## src/rtl/mdu_iter_if.sv

```systemverilog
// Request/result bundle between the execute stage and the iterative multiply/divide unit.
// The master drives requests, flush and ack; the slave (the unit) returns ready/valid/result/busy.
interface mdu_iter_if #(
  parameter int DATA_W     = 32,
  parameter int REG_ADDR_W = 5
);
  logic                  mdu_start;
  logic [2:0]            mdu_op;
  logic [DATA_W-1:0]     mdu_rs1;
  logic [DATA_W-1:0]     mdu_rs2;
  logic [REG_ADDR_W-1:0] mdu_rd;
  logic                  mdu_flush;
  logic                  mdu_ready;
  logic                  mdu_valid;
  logic                  mdu_ack;
  logic [DATA_W-1:0]     mdu_result;
  logic [REG_ADDR_W-1:0] mdu_rd_out;
  logic                  mdu_busy;

  modport master (
    output mdu_start, mdu_op, mdu_rs1, mdu_rs2, mdu_rd, mdu_flush, mdu_ack,
    input  mdu_ready, mdu_valid, mdu_result, mdu_rd_out, mdu_busy
  );

  modport slave (
    input  mdu_start, mdu_op, mdu_rs1, mdu_rs2, mdu_rd, mdu_flush, mdu_ack,
    output mdu_ready, mdu_valid, mdu_result, mdu_rd_out, mdu_busy
  );
endinterface

```

## src/rtl/mdu_iter.sv

```systemverilog
// Iterative radix-2 RV32M multiply/divide unit; 33 cycles accept-to-valid (1 cycle for special
// cases when MDU_FAST_PATH_EN is defined). Result held in DONE until ack; ready only when IDLE.
module mdu_iter #(
  parameter int DATA_W     = 32,
  parameter int REG_ADDR_W = 5,
  parameter int CNT_W      = 5
) (
  input  logic         mdu_clk,
  input  logic         mdu_rst,
  mdu_iter_if.slave    mdu
);
  typedef enum logic [1:0] {S_IDLE, S_CALC, S_FIX, S_DONE} state_e;

  localparam logic [2:0] OP_MUL    = 3'd0;
  localparam logic [2:0] OP_MULH   = 3'd1;
  localparam logic [2:0] OP_MULHSU = 3'd2;
  localparam logic [2:0] OP_MULHU  = 3'd3;
  localparam logic [2:0] OP_DIV    = 3'd4;
  localparam logic [2:0] OP_DIVU   = 3'd5;
  localparam logic [2:0] OP_REM    = 3'd6;
  localparam logic [2:0] OP_REMU   = 3'd7;

  localparam logic [DATA_W-1:0] INT_MIN = {1'b1, {(DATA_W-1){1'b0}}};

  state_e                  state_q, state_d;
  logic [CNT_W-1:0]        cnt_q, cnt_d;
  logic [2:0]              op_q, op_d;
  logic [REG_ADDR_W-1:0]   rd_q, rd_d;
  logic [DATA_W-1:0]       a_q, a_d;
  logic [2*DATA_W-1:0]     acc_q, acc_d;
  logic [DATA_W-1:0]       rs1_q, rs1_d;
  logic                    neg_q, neg_d;
  logic                    div0_q, div0_d;
  logic                    ovf_q, ovf_d;
  logic                    mzero_q, mzero_d;
  logic [DATA_W-1:0]       result_q, result_d;
  logic [REG_ADDR_W-1:0]   rd_out_q, rd_out_d;
  logic                    valid_q, valid_d;

  // Request decode: operand magnitudes, result sign and special cases
  logic              in_div, s1_signed, s2_signed, neg1, neg2;
  logic              in_neg, in_div0, in_ovf, in_mzero, in_special;
  logic [DATA_W-1:0] abs1, abs2;

  always_comb begin
    in_div    = mdu.mdu_op[2];
    s1_signed = (mdu.mdu_op == OP_MULH) || (mdu.mdu_op == OP_MULHSU) ||
                (mdu.mdu_op == OP_DIV)  || (mdu.mdu_op == OP_REM);
    s2_signed = (mdu.mdu_op == OP_MULH) || (mdu.mdu_op == OP_DIV) || (mdu.mdu_op == OP_REM);
    neg1      = s1_signed && mdu.mdu_rs1[DATA_W-1];
    neg2      = s2_signed && mdu.mdu_rs2[DATA_W-1];
    abs1      = neg1 ? -mdu.mdu_rs1 : mdu.mdu_rs1;
    abs2      = neg2 ? -mdu.mdu_rs2 : mdu.mdu_rs2;
    in_neg    = (mdu.mdu_op == OP_REM) ? neg1 : (neg1 ^ neg2);
    in_div0   = in_div && (mdu.mdu_rs2 == '0);
    in_ovf    = ((mdu.mdu_op == OP_DIV) || (mdu.mdu_op == OP_REM)) &&
                (mdu.mdu_rs1 == INT_MIN) && (mdu.mdu_rs2 == '1);
    in_mzero  = !in_div && ((mdu.mdu_rs1 == '0) || (mdu.mdu_rs2 == '0));
    in_special = in_div0 || in_ovf || in_mzero;
  end

  // One iteration step: shift-add multiply (multiplier in low half) or restoring divide
  logic [DATA_W:0]     mul_sum, rem_sh, diff;
  logic [2*DATA_W-1:0] mul_next, div_next;

  always_comb begin
    mul_sum  = {1'b0, acc_q[2*DATA_W-1:DATA_W]} + (acc_q[0] ? {1'b0, a_q} : '0);
    mul_next = {mul_sum, acc_q[DATA_W-1:1]};
    rem_sh   = {acc_q[2*DATA_W-1:DATA_W], acc_q[DATA_W-1]};
    diff     = rem_sh - {1'b0, a_q};
    div_next = diff[DATA_W] ? {rem_sh[DATA_W-1:0], acc_q[DATA_W-2:0], 1'b0}
                            : {diff[DATA_W-1:0],  acc_q[DATA_W-2:0], 1'b1};
  end

  // Sign correction, word select and special-case override
  logic [2*DATA_W-1:0] prod;
  logic [DATA_W-1:0]   quo, rem, fix_res;

  always_comb begin
    prod = neg_q ? -acc_q : acc_q;
    quo  = neg_q ? -acc_q[DATA_W-1:0] : acc_q[DATA_W-1:0];
    rem  = neg_q ? -acc_q[2*DATA_W-1:DATA_W] : acc_q[2*DATA_W-1:DATA_W];
    case (op_q)
      OP_MUL:                         fix_res = prod[DATA_W-1:0];
      OP_MULH, OP_MULHSU, OP_MULHU:   fix_res = prod[2*DATA_W-1:DATA_W];
      OP_DIV, OP_DIVU:                fix_res = quo;
      default:                        fix_res = rem;
    endcase
    if (mzero_q) fix_res = '0;
    if (div0_q)  fix_res = op_q[1] ? rs1_q : '1;
    if (ovf_q)   fix_res = op_q[1] ? '0 : INT_MIN;
  end

  always_comb begin
    state_d  = state_q;
    cnt_d    = cnt_q;
    op_d     = op_q;
    rd_d     = rd_q;
    a_d      = a_q;
    acc_d    = acc_q;
    rs1_d    = rs1_q;
    neg_d    = neg_q;
    div0_d   = div0_q;
    ovf_d    = ovf_q;
    mzero_d  = mzero_q;
    result_d = result_q;
    rd_out_d = rd_out_q;
    valid_d  = valid_q;

    case (state_q)
      S_IDLE: begin
        if (!mdu.mdu_flush && mdu.mdu_start) begin
          op_d    = mdu.mdu_op;
          rd_d    = mdu.mdu_rd;
          rs1_d   = mdu.mdu_rs1;
          neg_d   = in_neg;
          div0_d  = in_div0;
          ovf_d   = in_ovf;
          mzero_d = in_mzero;
          cnt_d   = '0;
          a_d     = in_div ? abs2 : abs1;
          acc_d   = {{DATA_W{1'b0}}, (in_div ? abs1 : abs2)};
`ifdef MDU_FAST_PATH_EN
          state_d = in_special ? S_FIX : S_CALC;
`else
          state_d = S_CALC;
`endif
        end
      end
      S_CALC: begin
        if (mdu.mdu_flush) begin
          state_d = S_IDLE;
          cnt_d   = '0;
        end else begin
          acc_d = op_q[2] ? div_next : mul_next;
          cnt_d = cnt_q + CNT_W'(1);
          if (cnt_q == '1) state_d = S_FIX;
        end
      end
      S_FIX: begin
        if (mdu.mdu_flush) begin
          state_d = S_IDLE;
        end else begin
          result_d = fix_res;
          rd_out_d = rd_q;
          valid_d  = 1'b1;
          state_d  = S_DONE;
        end
      end
      S_DONE: begin
        if (mdu.mdu_flush || mdu.mdu_ack) begin
          valid_d = 1'b0;
          state_d = S_IDLE;
        end
      end
      default: state_d = S_IDLE;
    endcase
  end

  always_ff @(posedge mdu_clk or negedge mdu_rst) begin
    if (!mdu_rst) begin
      state_q <= S_IDLE;
    end else begin
      state_q <= state_d;
    end
  end

  always_ff @(posedge mdu_clk or negedge mdu_rst) begin
    if (!mdu_rst) begin
      cnt_q    <= '0;
      op_q     <= '0;
      rd_q     <= '0;
      a_q      <= '0;
      acc_q    <= '0;
      rs1_q    <= '0;
      neg_q    <= 1'b0;
      div0_q   <= 1'b0;
      ovf_q    <= 1'b0;
      mzero_q  <= 1'b0;
      result_q <= '0;
      rd_out_q <= '0;
      valid_q  <= 1'b0;
    end else begin
      cnt_q    <= cnt_d;
      op_q     <= op_d;
      rd_q     <= rd_d;
      a_q      <= a_d;
      acc_q    <= acc_d;
      rs1_q    <= rs1_d;
      neg_q    <= neg_d;
      div0_q   <= div0_d;
      ovf_q    <= ovf_d;
      mzero_q  <= mzero_d;
      result_q <= result_d;
      rd_out_q <= rd_out_d;
      valid_q  <= valid_d;
    end
  end

  assign mdu.mdu_ready  = (state_q == S_IDLE);
  assign mdu.mdu_busy   = (state_q == S_CALC) || (state_q == S_FIX);
  assign mdu.mdu_valid  = valid_q;
  assign mdu.mdu_result = result_q;
  assign mdu.mdu_rd_out = rd_out_q;

  // The fast-path build is the only consumer of the combined special-case flag
  logic unused_special;
  assign unused_special = in_special;
endmodule

```

## src/flat_wrapper.sv

```systemverilog
// flat-port wrapper written by rule: the top's interface ports become plain ports
module mdu_iter_flat 
#(
  parameter int DATA_W     = 32,
  parameter int REG_ADDR_W = 5,
  parameter int CNT_W      = 5
)
  (mdu_clk, mdu_rst, mdu_mdu_start, mdu_mdu_op, mdu_mdu_rs1, mdu_mdu_rs2, mdu_mdu_rd, mdu_mdu_flush, mdu_mdu_ack, mdu_mdu_ready, mdu_mdu_valid, mdu_mdu_result, mdu_mdu_rd_out, mdu_mdu_busy);
  mdu_iter_if #(.DATA_W(DATA_W), .REG_ADDR_W(REG_ADDR_W)) mdu_i ();
  input  logic mdu_clk;
  input  logic mdu_rst;
  input wire logic [$bits(mdu_i.mdu_start)-1:0] mdu_mdu_start;
  input wire logic [$bits(mdu_i.mdu_op)-1:0] mdu_mdu_op;
  input wire logic [$bits(mdu_i.mdu_rs1)-1:0] mdu_mdu_rs1;
  input wire logic [$bits(mdu_i.mdu_rs2)-1:0] mdu_mdu_rs2;
  input wire logic [$bits(mdu_i.mdu_rd)-1:0] mdu_mdu_rd;
  input wire logic [$bits(mdu_i.mdu_flush)-1:0] mdu_mdu_flush;
  input wire logic [$bits(mdu_i.mdu_ack)-1:0] mdu_mdu_ack;
  output wire logic [$bits(mdu_i.mdu_ready)-1:0] mdu_mdu_ready;
  output wire logic [$bits(mdu_i.mdu_valid)-1:0] mdu_mdu_valid;
  output wire logic [$bits(mdu_i.mdu_result)-1:0] mdu_mdu_result;
  output wire logic [$bits(mdu_i.mdu_rd_out)-1:0] mdu_mdu_rd_out;
  output wire logic [$bits(mdu_i.mdu_busy)-1:0] mdu_mdu_busy;
  assign mdu_i.mdu_start = mdu_mdu_start;
  assign mdu_i.mdu_op = mdu_mdu_op;
  assign mdu_i.mdu_rs1 = mdu_mdu_rs1;
  assign mdu_i.mdu_rs2 = mdu_mdu_rs2;
  assign mdu_i.mdu_rd = mdu_mdu_rd;
  assign mdu_i.mdu_flush = mdu_mdu_flush;
  assign mdu_i.mdu_ack = mdu_mdu_ack;
  assign mdu_mdu_ready = mdu_i.mdu_ready;
  assign mdu_mdu_valid = mdu_i.mdu_valid;
  assign mdu_mdu_result = mdu_i.mdu_result;
  assign mdu_mdu_rd_out = mdu_i.mdu_rd_out;
  assign mdu_mdu_busy = mdu_i.mdu_busy;
  mdu_iter #(.DATA_W(DATA_W), .REG_ADDR_W(REG_ADDR_W), .CNT_W(CNT_W)) u_core (.mdu_clk(mdu_clk), .mdu_rst(mdu_rst), .mdu(mdu_i));
endmodule
```

## config.mk

```make
export PLATFORM = sky130hd
export DESIGN_NAME = mdu_iter_flat
export DESIGN_NICKNAME = d
export VERILOG_FILES = /design/src/rtl/mdu_iter_if.sv /design/src/rtl/mdu_iter.sv /design/src/flat_wrapper.sv
export SDC_FILE = /design/constraint.sdc
export NUM_CORES = 1
export LEC_CHECK = 0
export CAP_MARGIN = 20
export CORE_MARGIN = 3
export CORE_UTILIZATION = 30
export CTS_CLUSTER_DIAMETER = 80
export DETAILED_ROUTE_END_ITERATION = 8
export GPL_TIMING_DRIVEN = 1
export PLACE_DENSITY = 0.55
export SLEW_MARGIN = 25
export SYNTH_ARGS = -nofsm -noshare
export SYNTH_HDL_FRONTEND = slang
export SYNTH_SLANG_ARGS = --single-unit
```

## constraint.sdc

```tcl
create_clock -name mdu_clk -period 3.3 [get_ports mdu_clk]
set_input_delay 0.33 -clock mdu_clk [delete_from_list [all_inputs] [get_ports mdu_clk]]
set_output_delay 0.33 -clock mdu_clk [all_outputs]
set_load 0.01 [all_outputs]
```

Yosys cells after proc, flatten, opt, wreduce, memory -nomap -nowiden
Cells that the tools add are included.

cells by class
  reductions and logical operators = 32
  equality and inequality tests = 20
  add/sub/neg operators = 8
  bitwise gates (word level) = 2
  muxes and demuxes = 32

operator list
  operator                number
  $mux W32                12
  $mux W64                5
  $neg A32 Y32            4
  $pmux W64 S2            1
  $pmux W32 S3            1
  $eq A32 B32 Y1 const B  2
  $logic_not A32 Y1       2
  $neg A64 Y64            1
  $add A32 B33 Y33        1
  $sub A33 B32 Y33        1
  $eq A3 B3 Y1 const B    4
  $mux W2                 5
  $mux W5                 2
  $pmux W5 S2             1
  $eq A3 B2 Y1 const B    3
  $logic_or A1 B1 Y1      9
  $reduce_and A3 Y1       3
  $pmux W2 S4             1
  $logic_and A1 B1 Y1     7
  $eq A3 B1 Y1 const B    2
  $reduce_and A2 Y1       3
  $add A5 B1 Y5 const B   1
  $eq A5 B5 Y1 const B    1
  $eq A2 B2 Y1 const B    2
  other kinds (14)        20

word-level totals
  output and inout port bits = 40
  bits of input ports = 77
  register bits after elaboration = 185
  logic and storage cells = 108

Depth between registers and ports, before layout
  word-level depth = 9
  depth in mapped cells = 14
  gate-level depth less buffers = 13

Worst setup path after synthesis
Ideal clock, no wire load.

  path type = reg2reg
  start point = reg u_core.acc_q[31]
  end point = reg u_core.acc_q[63]
  slack = 77 ps
  library setup time = 120 ps
  cell stages (with the launch flop) = 13
  required time = 3180 ps
  arrival = 3102 ps
  path buffers = 0
  period minus slack after synthesis = 3223 ps
  cells stage by stage = dfrtp_1 > inv_1 > ha_1 > fa_1 > nand2b_1 > a21oi_1 > o21ai_0 > a211o_1 > and2_1 > o41ai_1 > mux2i_1 > nand3_1 > o211a_1

between the ends
  longest elaborated chain between the ends = 5

RTL lines
  item                      line             source
  start: declaration        mdu_iter.sv:30   logic [2*DATA_W-1:0] acc_q, acc_d;
  start signal: assignment  mdu_iter.sv:174  acc_q <= '0;
  start signal: assignment  mdu_iter.sv:188  acc_q <= acc_d;
  $sub A33 B32 Y33          mdu_iter.sv:70   diff = rem_sh - {1'b0, a_q};
  $mux W64                  mdu_iter.sv:71   div_next = diff[DATA_W] ? {rem_sh[DATA_W-1:0], acc_q[DATA_W-2:0], 1'b0}
  $mux W64                  mdu_iter.sv:135  acc_d = op_q[2] ? div_next : mul_next;
  $mux W64                  mdu_iter.sv:131  if (mdu.mdu_flush) begin
  $pmux W64 S2              mdu_iter.sv:110  case (state_q)

Every way passes these cells. The select of a mux whose other input is x is not followed.
A chain may end at the register's enable or synchronous reset.

Worst setup path in the final report
  start point = reg u_core.acc_q[31]
  end point = reg u_core.acc_q[44]

The elaborated chain is that of the path after synthesis.

==> flow_summary.yaml <==
setup_path:
  critPathArrivalTime_ns: 3.63
  start_kind: "flip-flop"
  end_kind: "flip-flop"
  r2r_end: "u_core.acc_q[44]"
  cp_cell_sequence: "inv_2 > ha_4 > fa_2 > nand2b_4 > a21oi_2 > buf_6 > o21ai_4 > a211o_4 > a311oi_2 > nand3_2 > buf_12 > buf_8 > buf_6 > nand2_1 > o31a_1 > o21ai_1"
  crit_top_cell: "buf_6"
  cp_max_fo: 8
  cp_slowest_cell: "fa_2"
  ff2ff_path_depth: 16
  worst-path-stages: 16
  rr_startpoint: "u_core.acc_q[31]"
  required_ns: 3.65
  cp_top_family: "compound AO/OA/AOI/OAI gates"
  startpoint: "u_core.acc_q[31]"
  crit_type: "reg2reg"
  cpPeakStageDelay_ns: 0.40
  critPathCapture: "u_core.acc_q[44]"
  cp_num_buf_inv: 5
  reg2reg_slack_ns: 0.02
placed_design:
  port_buffers: 116
  dp_slack_ns: -0.399
  dp_hpwl_mm: 55.3
  placed_area_um2: 20200
  gp_routability_congestion: 0.959
sta:
  timing.hold.ws_ns: 0.377
  post-route-min-period_ns: 3.28
  drv_slew: 0
  setup_ws_ns: 0.0231
  finalClockSkew_ns: 0.0196
  fin_tns_setup_ns: 0
  tightest_slew_ns: 0.987
  fin_crit_sh_pct: 99.3
  final-hold-violation-count: 0
  rsz0062_at_grt: "true"
  setup_viol: 0
  fmax_mhz: 305
  slew_headroom_pct: 34.2
logic_synthesis:
  yosysUniqueCellTypes: 76
  synth_ff_type: "dfrtp_1"
  synth.area.top_cells: "dfrtp_1, o21ai_0, nand2_1"
  synth_area_um2: 16600
  synth-seq-area-share_pct: 27.9
  ys_warn_count: 0
  synth_nets: 2299
  yosysTopAreaCell: "dfrtp_1"
  netlist.area_leader.share_pct: 27.9
  async_flop_share_pct: 100
  syn_avg_cell_area_um2: 7.75
  synth_edf_count: 0
  synthCells: 2145
  ys_ff_latch: 185
clocking:
  clock_sinks: 185
  htreeDepth: 4
  numCtsBuffers: 17
  cts_tree: "built"
  clkTransAtPathRegs_ns: 0.08
  insertion_delay_ns: 0.48
  cts_root_buf: "clkbuf_16"
  clk_path_buf_depth: 2
hold_path:
  hold_class: "in2reg"
floorplan:
  start_util_pct: 30.6
  row_count: 85
  die-area_um2: 58300
  io_pins: 117
  fp.dieW_um: 241
  die_h_um: 241
  core_region_area_um2: 54300
power_and_ir_drop:
  ir_drop_uv: 368
  p_leak_uw: 0.00914
  pwr-share-clk_pct: 10.5
  p_int_uw: 10600
  power_density_nw_per_um2: 1010
  p_sw_uw: 11000
  switching_share_pct: 51.0
  p_comb_share_pct: 70.2
  pwr-share-seq_pct: 19.4
run_status:
  run_status: "finished, final reports clean"
route:
  wl_met3_mm: 4.50
  wire_per_inst_um: 22.0
  drt-met1-wl_mm: 31.2
  dr_wl_met2_mm: 31.3
  num_vias: 17830
  ant_nets: 0
  route.top_layer_used: "met4"
  viasPerCell: 5.62
  drc: 0
  routed_wl_mm: 69.6
  drt_iter0_drc: 1555
  firstDrtPassIters: 5
cells_and_area:
  seq_area_um2: 4630
  stdcell_area_um2: 21400
  multi_input_comb_area_um2: 11600
  synthToLayoutAreaGrowth_pct: 28.5
  finish.utilization_pct: 39.3
  fillerInstances: 5588
  fin_nets: 2572
  drive_gt1_share_pct: 19.2
global_routing:
  grt_usage_pct: 23.4
  grt_pass1_wl_mm: 103
  antenna_found_initial: 1
  grt_pass1_vias: 16630
  grt_max_degree: 110
  overflow: 0
run:
  drv_cap: 0
worst min-delay path by stage:
stage | from | end | cells after the start
6_report | mdu_mdu_op[2] | u_core.op_q[2] | 3
5_1_grt | mdu_mdu_op[2] | u_core.op_q[2] | 3
4_1_cts | mdu_mdu_op[2] | u_core.op_q[2] | 3
3_5_place_dp | mdu_rst | u_core.mdu.mdu_result[6] | 1
3_3_place_gp | mdu_rst | u_core.mdu.mdu_result[16] | 1
2_1_floorplan | mdu_rst | u_core.a_q[0] | 0
state kept, by name (all words and copies together) (netlist names), 2 cells and up:
signal and cells:
u_core.mdu.mdu_rd_out 5, u_core.mdu.mdu_result 32, u_core.rs1_q 32, u_core.acc_q 64, u_core.cnt_q 5, u_core.state_q 2
u_core.op_q 3, u_core.a_q 32, u_core.rd_q 5
area by class of cell:
type / instances / area share, %
Inverter: 63 / 1.11
Timing Repair Buffer: 394 / 15.7
Clock buffer: 17 / 1.99
Sequential cell: 185 / 21.7
Tap cell: 739 / 4.33
Multi-Input combinational cell: 1757 / 54.2
Antenna cell: 1 / 0.0117
Clock inverter: 15 / 0.955
metrics by stage:
stage / std cells / total power [uW]
floorplan: 2145 / 12500
CTS: 3157 / 20900
global route: 3170 / 23000
detailed placement: 3124 / 18500
global placement: 3124 / 18400
finish: 3171 / 21600
logic make-up (layout without fill, tap and decap cells):
logic type      after synthesis  count (layout)  synth area share, %
xor+xnor                    172             172                 9.06
mux                          97              97                 6.33
fa+ha+maj                    77              77                 5.89
flops                       185             185                 27.9
simple gates                719             719                 20.1
buf+inv                     203             489                 4.61
other cells                   0               1                    0
compound gates              692             692                 26.1
layer usage:
| metal | vias to the layer above | GRT usage [%] |
|---|---|---|
| li1 | 8361 | - |
| met1 | 8709 | 32.4 |
| met2 | 647 | 36.8 |
| met3 | 113 | 4.03 |
| met4 | 0 | 7.97 |
| met5 | - | 0 |
power by group through the flow:
stage	logic [uW]	registers [uW]	clock network [uW]
after global routing	16400	4270	2380
after global placement	14200	4150	0
final	15200	4190	2270
after CTS	14500	4140	2290
after floorplan	8470	4040	0
after detailed placement	14300	4180	0
cell usage in the layout, fill, tap and decap left out, types with 9 or more instances in the layout:
cell type and n:
a221oi_1 11, a211oi_1 29, xnor2_1 83, a21oi_2 9
buf_4 264, clkbuf_16 17, nor3_1 44, o21a_1 14
o21ai_0 226, or2_2 10, o41ai_1 16, or3_1 21
and3_1 11, and2_1 11, mux2i_1 32, a21oi_1 159
a31oi_1 15, dfrtp_1 183, nand4_1 18, o31ai_1 31
o221ai_1 15, nand2_1 249, clkdlybuf4s50_1 114, nor4_1 22
a22oi_1 15, ha_1 72, inv_1 60, nand2b_1 21
a21o_1 27, nand3_1 47, nor2_1 201, o211ai_1 21
or4_1 16, nor2b_1 12, mux2_2 65, xor2_1 89
cell usage after synthesis, drive strengths merged (13+ instances only):
library cell and count:
nor3 46, o221ai 17, o31ai 32, buf 17, dfrtp 185, nor2 204, ha 75, xor2 89
nand4 19, a31oi 19, or3 21, a21oi 168, o41ai 21, nor4 25, o21ai 234, o211ai 21
inv 62, nand2b 24, xnor2 83, o21a 14, mux2 65, nand3 48, clkbuf 123, a22oi 16
a221oi 13, a21o 28, mux2i 32, or4 17, nand2 252, a211oi 31
tightest hold or removal path, stage by stage:
cell     delay [ns]
buf_4          0.13
nand3_1        0.25
nand2_1        0.10
repair_timing:
action	CTS	global route
setup buffers	0	15
resized for setup	18	67
setup endpoints to repair	35	41
pin swaps	4	32
endpoints found under the hold margin	67	0
hold buffers	1	0
(Power assumes the default switching activity.)
